File: config.mk
export PLATFORM = sky130hd
export DESIGN_NAME = cmos_pixel_pack
export DESIGN_NICKNAME = d
export VERILOG_FILES = /design/src/rtl/cmos_pkg.sv /design/src/rtl/cmos_sync_edge.sv /design/src/rtl/cmos_pixel_pack.sv
export SDC_FILE = /design/constraint.sdc
export NUM_CORES = 1
export LEC_CHECK = 0
export CAP_MARGIN = 15
export CORE_MARGIN = 5
export CORE_UTILIZATION = 52
export CTS_BUF_LIST = sky130_fd_sc_hd__clkbuf_8
export CTS_CLUSTER_DIAMETER = 200
export DETAILED_ROUTE_END_ITERATION = 6
export GPL_TIMING_DRIVEN = 0
export HOLD_SLACK_MARGIN = 0.1
export PLACE_DENSITY = 0.82
export SLEW_MARGIN = 20
export SYNTH_ARGS = -nofsm -noshare
export SYNTH_HDL_FRONTEND = slang
export SYNTH_SLANG_ARGS = --single-unit
export TNS_END_PERCENT = 1
File: constraint.sdc
create_clock -name pclk -period 1.8 [get_ports pclk]
set_input_delay 0.45 -clock pclk [delete_from_list [all_inputs] [get_ports pclk]]
set_output_delay 0.45 -clock pclk [all_outputs]
set_load 0.03 [all_outputs]
File: src/rtl/cmos_pkg.sv
// Shared types and slot-placement helper for the CMOS pixel packer.
package cmos_pkg;

   typedef enum logic {
      IDLE = 1'b0,
      RUN  = 1'b1
   } state_t;

   // Bit offset of beat slot k inside the packed word; swap puts the first beat in the LSBs.
   function automatic int slot_lsb(input int k, input logic swap, input int in_w, input int ratio);
      return swap ? (k * in_w) : ((ratio - 1 - k) * in_w);
   endfunction

endpackage

File: src/rtl/cmos_sync_edge.sv
// Registers a level and flags its rising and falling transitions against the registered copy.
module cmos_sync_edge (
   input  logic clk,
   input  logic rst,
   input  logic d,
   output logic rise,
   output logic fall
);

   logic q;

   always_ff @(posedge clk) begin
      if (rst) q <= 1'b0;
      else     q <= d;
   end

   assign rise = d & ~q;
   assign fall = q & ~d;

endmodule

File: src/rtl/cmos_pixel_pack.sv
// Packs RATIO sensor beats into one word per strobe, with frame arming, byte order, markers and line counts.
module cmos_pixel_pack
   import cmos_pkg::*;
#(
   parameter int IN_W   = 8,
   parameter int RATIO  = 2,
   parameter bit VS_POL = 1'b1,
   parameter int LINE_W = 12
) (
   input  logic                  pclk,
   input  logic                  rst,
   input  logic                  vs_i,
   input  logic                  de_i,
   input  logic [IN_W-1:0]       pdata_i,
   input  logic                  swap_i,
   output logic                  de_o,
   output logic [IN_W*RATIO-1:0] pdata_o,
   output logic                  sof_o,
   output logic                  eol_o,
   output logic                  err_o,
   output logic [LINE_W-1:0]     line_cnt_o,
   output logic [LINE_W-1:0]     frame_lines_o
);

   localparam int OUT_W = IN_W * RATIO;
   localparam int BW    = $clog2(RATIO);
   localparam int OW    = $clog2(OUT_W);
   localparam logic [BW-1:0] BLAST = BW'(RATIO - 1);

   state_t           state, state_nxt;
   logic             run;
   logic             vs_act, vs_rise, vs_fall, de_rise, de_fall;
   logic             unused_edges;
   logic [BW-1:0]    bcnt;
   logic             swap_q;
   logic             sof_pend;
   logic [OUT_W-1:0] word, word_nxt;
   logic [OW-1:0]    slot_off;

   assign vs_act = VS_POL ? vs_i : ~vs_i;

   cmos_sync_edge u_vs_edge (
      .clk  (pclk),
      .rst  (rst),
      .d    (vs_act),
      .rise (vs_rise),
      .fall (vs_fall)
   );

   cmos_sync_edge u_de_edge (
      .clk  (pclk),
      .rst  (rst),
      .d    (de_i),
      .rise (de_rise),
      .fall (de_fall)
   );

   assign unused_edges = vs_fall | de_rise;

   always_ff @(posedge pclk) begin
      if (rst) state <= IDLE;
      else     state <= state_nxt;
   end

   // Arming is one-way; only reset brings the block back to IDLE.
   always_comb begin
      state_nxt = state;
      if (state == IDLE && vs_rise) state_nxt = RUN;
   end

   always_comb begin
      run = (state == RUN);
   end

   always_comb begin
      word_nxt = word;
      slot_off = OW'(slot_lsb(int'(bcnt), swap_q, IN_W, RATIO));
      word_nxt[slot_off +: IN_W] = pdata_i;
   end

   always_ff @(posedge pclk) begin
      if (rst) begin
         de_o          <= 1'b0;
         sof_o         <= 1'b0;
         eol_o         <= 1'b0;
         err_o         <= 1'b0;
         pdata_o       <= '0;
         line_cnt_o    <= '0;
         frame_lines_o <= '0;
         bcnt          <= '0;
         swap_q        <= 1'b0;
         sof_pend      <= 1'b0;
         word          <= '0;
      end else begin
         de_o  <= 1'b0;
         sof_o <= 1'b0;
         eol_o <= 1'b0;
         err_o <= 1'b0;
         // A frame boundary overrides a coincident line end: no error, counter cleared.
         if (vs_rise) begin
            bcnt          <= '0;
            word          <= '0;
            frame_lines_o <= line_cnt_o;
            line_cnt_o    <= '0;
            swap_q        <= swap_i;
            sof_pend      <= 1'b1;
            eol_o         <= run & de_fall;
         end else if (run) begin
            if (de_fall) begin
               eol_o <= 1'b1;
               err_o <= (bcnt != '0);
               bcnt  <= '0;
               word  <= '0;
               if (line_cnt_o != '1) line_cnt_o <= line_cnt_o + 1'b1;
            end else if (de_i) begin
               if (bcnt == BLAST) begin
                  bcnt     <= '0;
                  word     <= '0;
                  de_o     <= 1'b1;
                  pdata_o  <= word_nxt;
                  sof_o    <= sof_pend;
                  sof_pend <= 1'b0;
               end else begin
                  bcnt <= bcnt + 1'b1;
                  word <= word_nxt;
               end
            end
         end
      end
   end

endmodule

==> results of run 1 <==
==> critical path, stage by stage (launching register included) <==
cell and delay [ps]:
dfxtp_1 490, xor2_1 510, buf_2 350, nand2_1 80, a311oi_1 280
==> cells in the final DEF, fill, tap and decap left out, types with 3 or more instances in the layout <==
cell and count:
nand3_1 4, or4_1 3, a21oi_1 22, dfxtp_1 64, clkbuf_1 7, nor2b_1 3
clkbuf_8 11, nor2_1 23, a31oi_1 4, nand2_1 61, dlygate4sd2_1 41, or3_1 3
a22o_1 16, nor3_1 4, a311oi_1 16, inv_1 5, clkdlybuf4s50_1 12, o21ai_0 7
==> cells by family (layout without fill, tap and decap cells) <==
| kind of cell | after synthesis | count (layout) | synth area share (%) |
|---|---|---|---|
| AO/OA/AOI/OAI | 71 | 71 | 19.7 |
| AND/OR/NAND/NOR | 125 | 125 | 24.0 |
| buffers and inverters | 20 | 89 | 3.10 |
| XOR/XNOR | 2 | 2 | 0.690 |
| adder cells (fa/ha/maj) | 1 | 1 | 0.493 |
| flip-flops | 66 | 66 | 52.0 |
==> registers in the layout (all words and copies together), names as in the netlist, 12 cells and up <==
signal	cells
frame_lines_o	12
word	16
line_cnt_o	12
pdata_o	16
==> area by class of cell <==
| cell class | instances | area [sq um] | area share, % |
|---|---|---|---|
| Buffer | 14 | 67.6 | 1.98 |
| Clock buffer | 11 | 151 | 4.44 |
| Clock inverter | 5 | 77.6 | 2.28 |
| Inverter | 4 | 15.0 | 0.441 |
| Multi-Input combinational cell | 199 | 1180 | 34.8 |
| Sequential cell | 66 | 1320 | 38.8 |
| Tap cell | 67 | 83.8 | 2.46 |
| Timing Repair Buffer | 55 | 504 | 14.8 |
==> metrics by stage <==
stage	std cells	hold WS [ps]	setup TNS (ps)	utilization, %
after global placement	407	441	-23990	67.2
final	421	452	0	72.2
after global routing	421	474	-387	72.2
after CTS	423	454	0	71.4
after detailed placement	407	445	-26080	67.2
after floorplan	285	431	0	-
==> metal layers <==
metal | GRT usage, % | vias to the layer above | part of all wire [%]
met3 | 6.32 | 9 | 7.7
li1 | - | 1163 | -
met4 | 9.12 | 0 | 1.4
met5 | 0 | - | 0
met1 | 31.3 | 1091 | 46
met2 | 33.4 | 109 | 45
==> worst paths after layout <==
path                     startpoint           endpoint  slack (ps)  depth (start not counted)
hold reg to reg   frame_lines_o[10]  frame_lines_o[10]         450                          2
setup reg to reg             swap_q        pdata_o[10]           5                          4
hold / removal    frame_lines_o[10]  frame_lines_o[10]         450                          2
setup / recovery             swap_q        pdata_o[10]           5                          4
==> power by group through the flow <==
stage	Combinational (mW)	Sequential, mW	Clock [mW]
after CTS	0.172	1.49	1.44
after global routing	0.194	1.49	1.52
after detailed placement	0.169	1.52	0
after floorplan	0.0898	1.53	0
after global placement	0.167	1.52	0
final	0.179	1.49	1.43
==> repair_timing <==
| action | in CTS | in global routing |
|---|---|---|
| hold buffers | 0 | 0 |
| setup endpoints to repair | 83 | 41 |
| gates resized for setup | 51 | 15 |
==> run metrics, run 1 <==
Post-synth EDFFs 0; Final Setup Violations 0; PwrDens a little over 900 nW/um^2; Port Buffer Count between 50 and 60; async set or reset register ratio after synthesis 0%; Ports between 50 and 60; fin crit share 99.7%; Mapped Nets between 200 and 300; Slew HR between 60% and 70%; chip height ~80 um; share of the synthesized area in the top cell type around 52%; Leak 1.43 nW; internal power about 2.4 mW; CTS Buf Count 9; antenna viol nets, final 0; Synth Warn # 0; Initial DRT Pass Iterations 4; ranking of synthesized cells by area dfxtp_1 52%, nand2_1 9.0%, a22o_1 5.5%; Starting Density between 50% and 60%; Vias ~2,400; fin nets ~360; Synth top cells by count 66 x dfxtp_1, 61 x nand2_1, 26 x nor2_1; Max-Cap Viols 0; worst slew pin tran between 500 and 600 ps; Layout area overhead 34.2%; status finished clean; GRT Total Usage 22.7%; clock-pin slew on the worst setup and hold paths 80 ps; largest net degree at the start of global routing 12; clk sinks between 60 and 70; Final Critical Period around 1800 ps; Final HPWL DP 4.40 mm; Final Hold Fails 0; DRC 0; top-count cell post-synth dfxtp_1; crit start category flip-flop; Mapped Area ~2500 sq um; count of different cell masters after synthesis 37; prevailing post-synth register cell dfxtp_1; Seq/Total Area, Yosys around 52%; Combinational Power Share roughly 5.8%; post-CTS setup buffers 0; Power Total 3.10 mW; clock power share a little under half; Wirelength per Cell about 16 um; initial antenna violation count 0; FP Rows 25; CP required between 2000 and 2500 ps; first-pass GRT wire length ~11 mm; Routability Congestion 0.819; layout cells sized above 1 under 10%; Net Sw Frac ~23%; fin. max-slew vios 0; Worst Path Arrival 2050 ps; core area between 4000 and 5000 sq um; CP Class flip-flop to flip-flop; final worst clock skew 8.33 ps; syn_area_per_cell 8.91 sq um; Area after DPL between 3000 and 4000 sq um; Max IR drop VDD between 0.8 and 0.9 mV; CTS Buffer Depth 2; FF+latch count, synth 66; final-layout fill cell count ~370; Max FO, Critical Path 10; Seq pwr share roughly 48%; H-tree levels 3; Clk Latency, worst-skew pair 350 ps; n_diodes 0; Psw around 0.71 mW; CTS tree yes; RSZ-0062 raised after global routing true; Hold Crit Class flip-flop to flip-flop; CTS root buffer clkbuf_8; post-route setup slack ~4.9 ps; Initial DRC Count about 170; Vias/cell ~5.6; GRT overflow 0; die width approximately 80 um; pre-CTS WS -622 ps; largest area contributor in the netlist dfxtp_1; routed wire length approximately 6.7 mm; Final Instance Area 3410 sq um; Max Clock Freq around 560 MHz; die footprint 6380 sq um; vias in the first global route 2,248; Post-Syn Instances approximately 290; Critical Path End Type flip-flop
Note: power is estimated with default switching activity, not from simulation.
==> inputs of run 2 (changes only) <==
- CTS_CLUSTER_SIZE: default -> 16
==> results of run 2 <==
No change in the layout: final DEF, timing and power equal those of run 1.
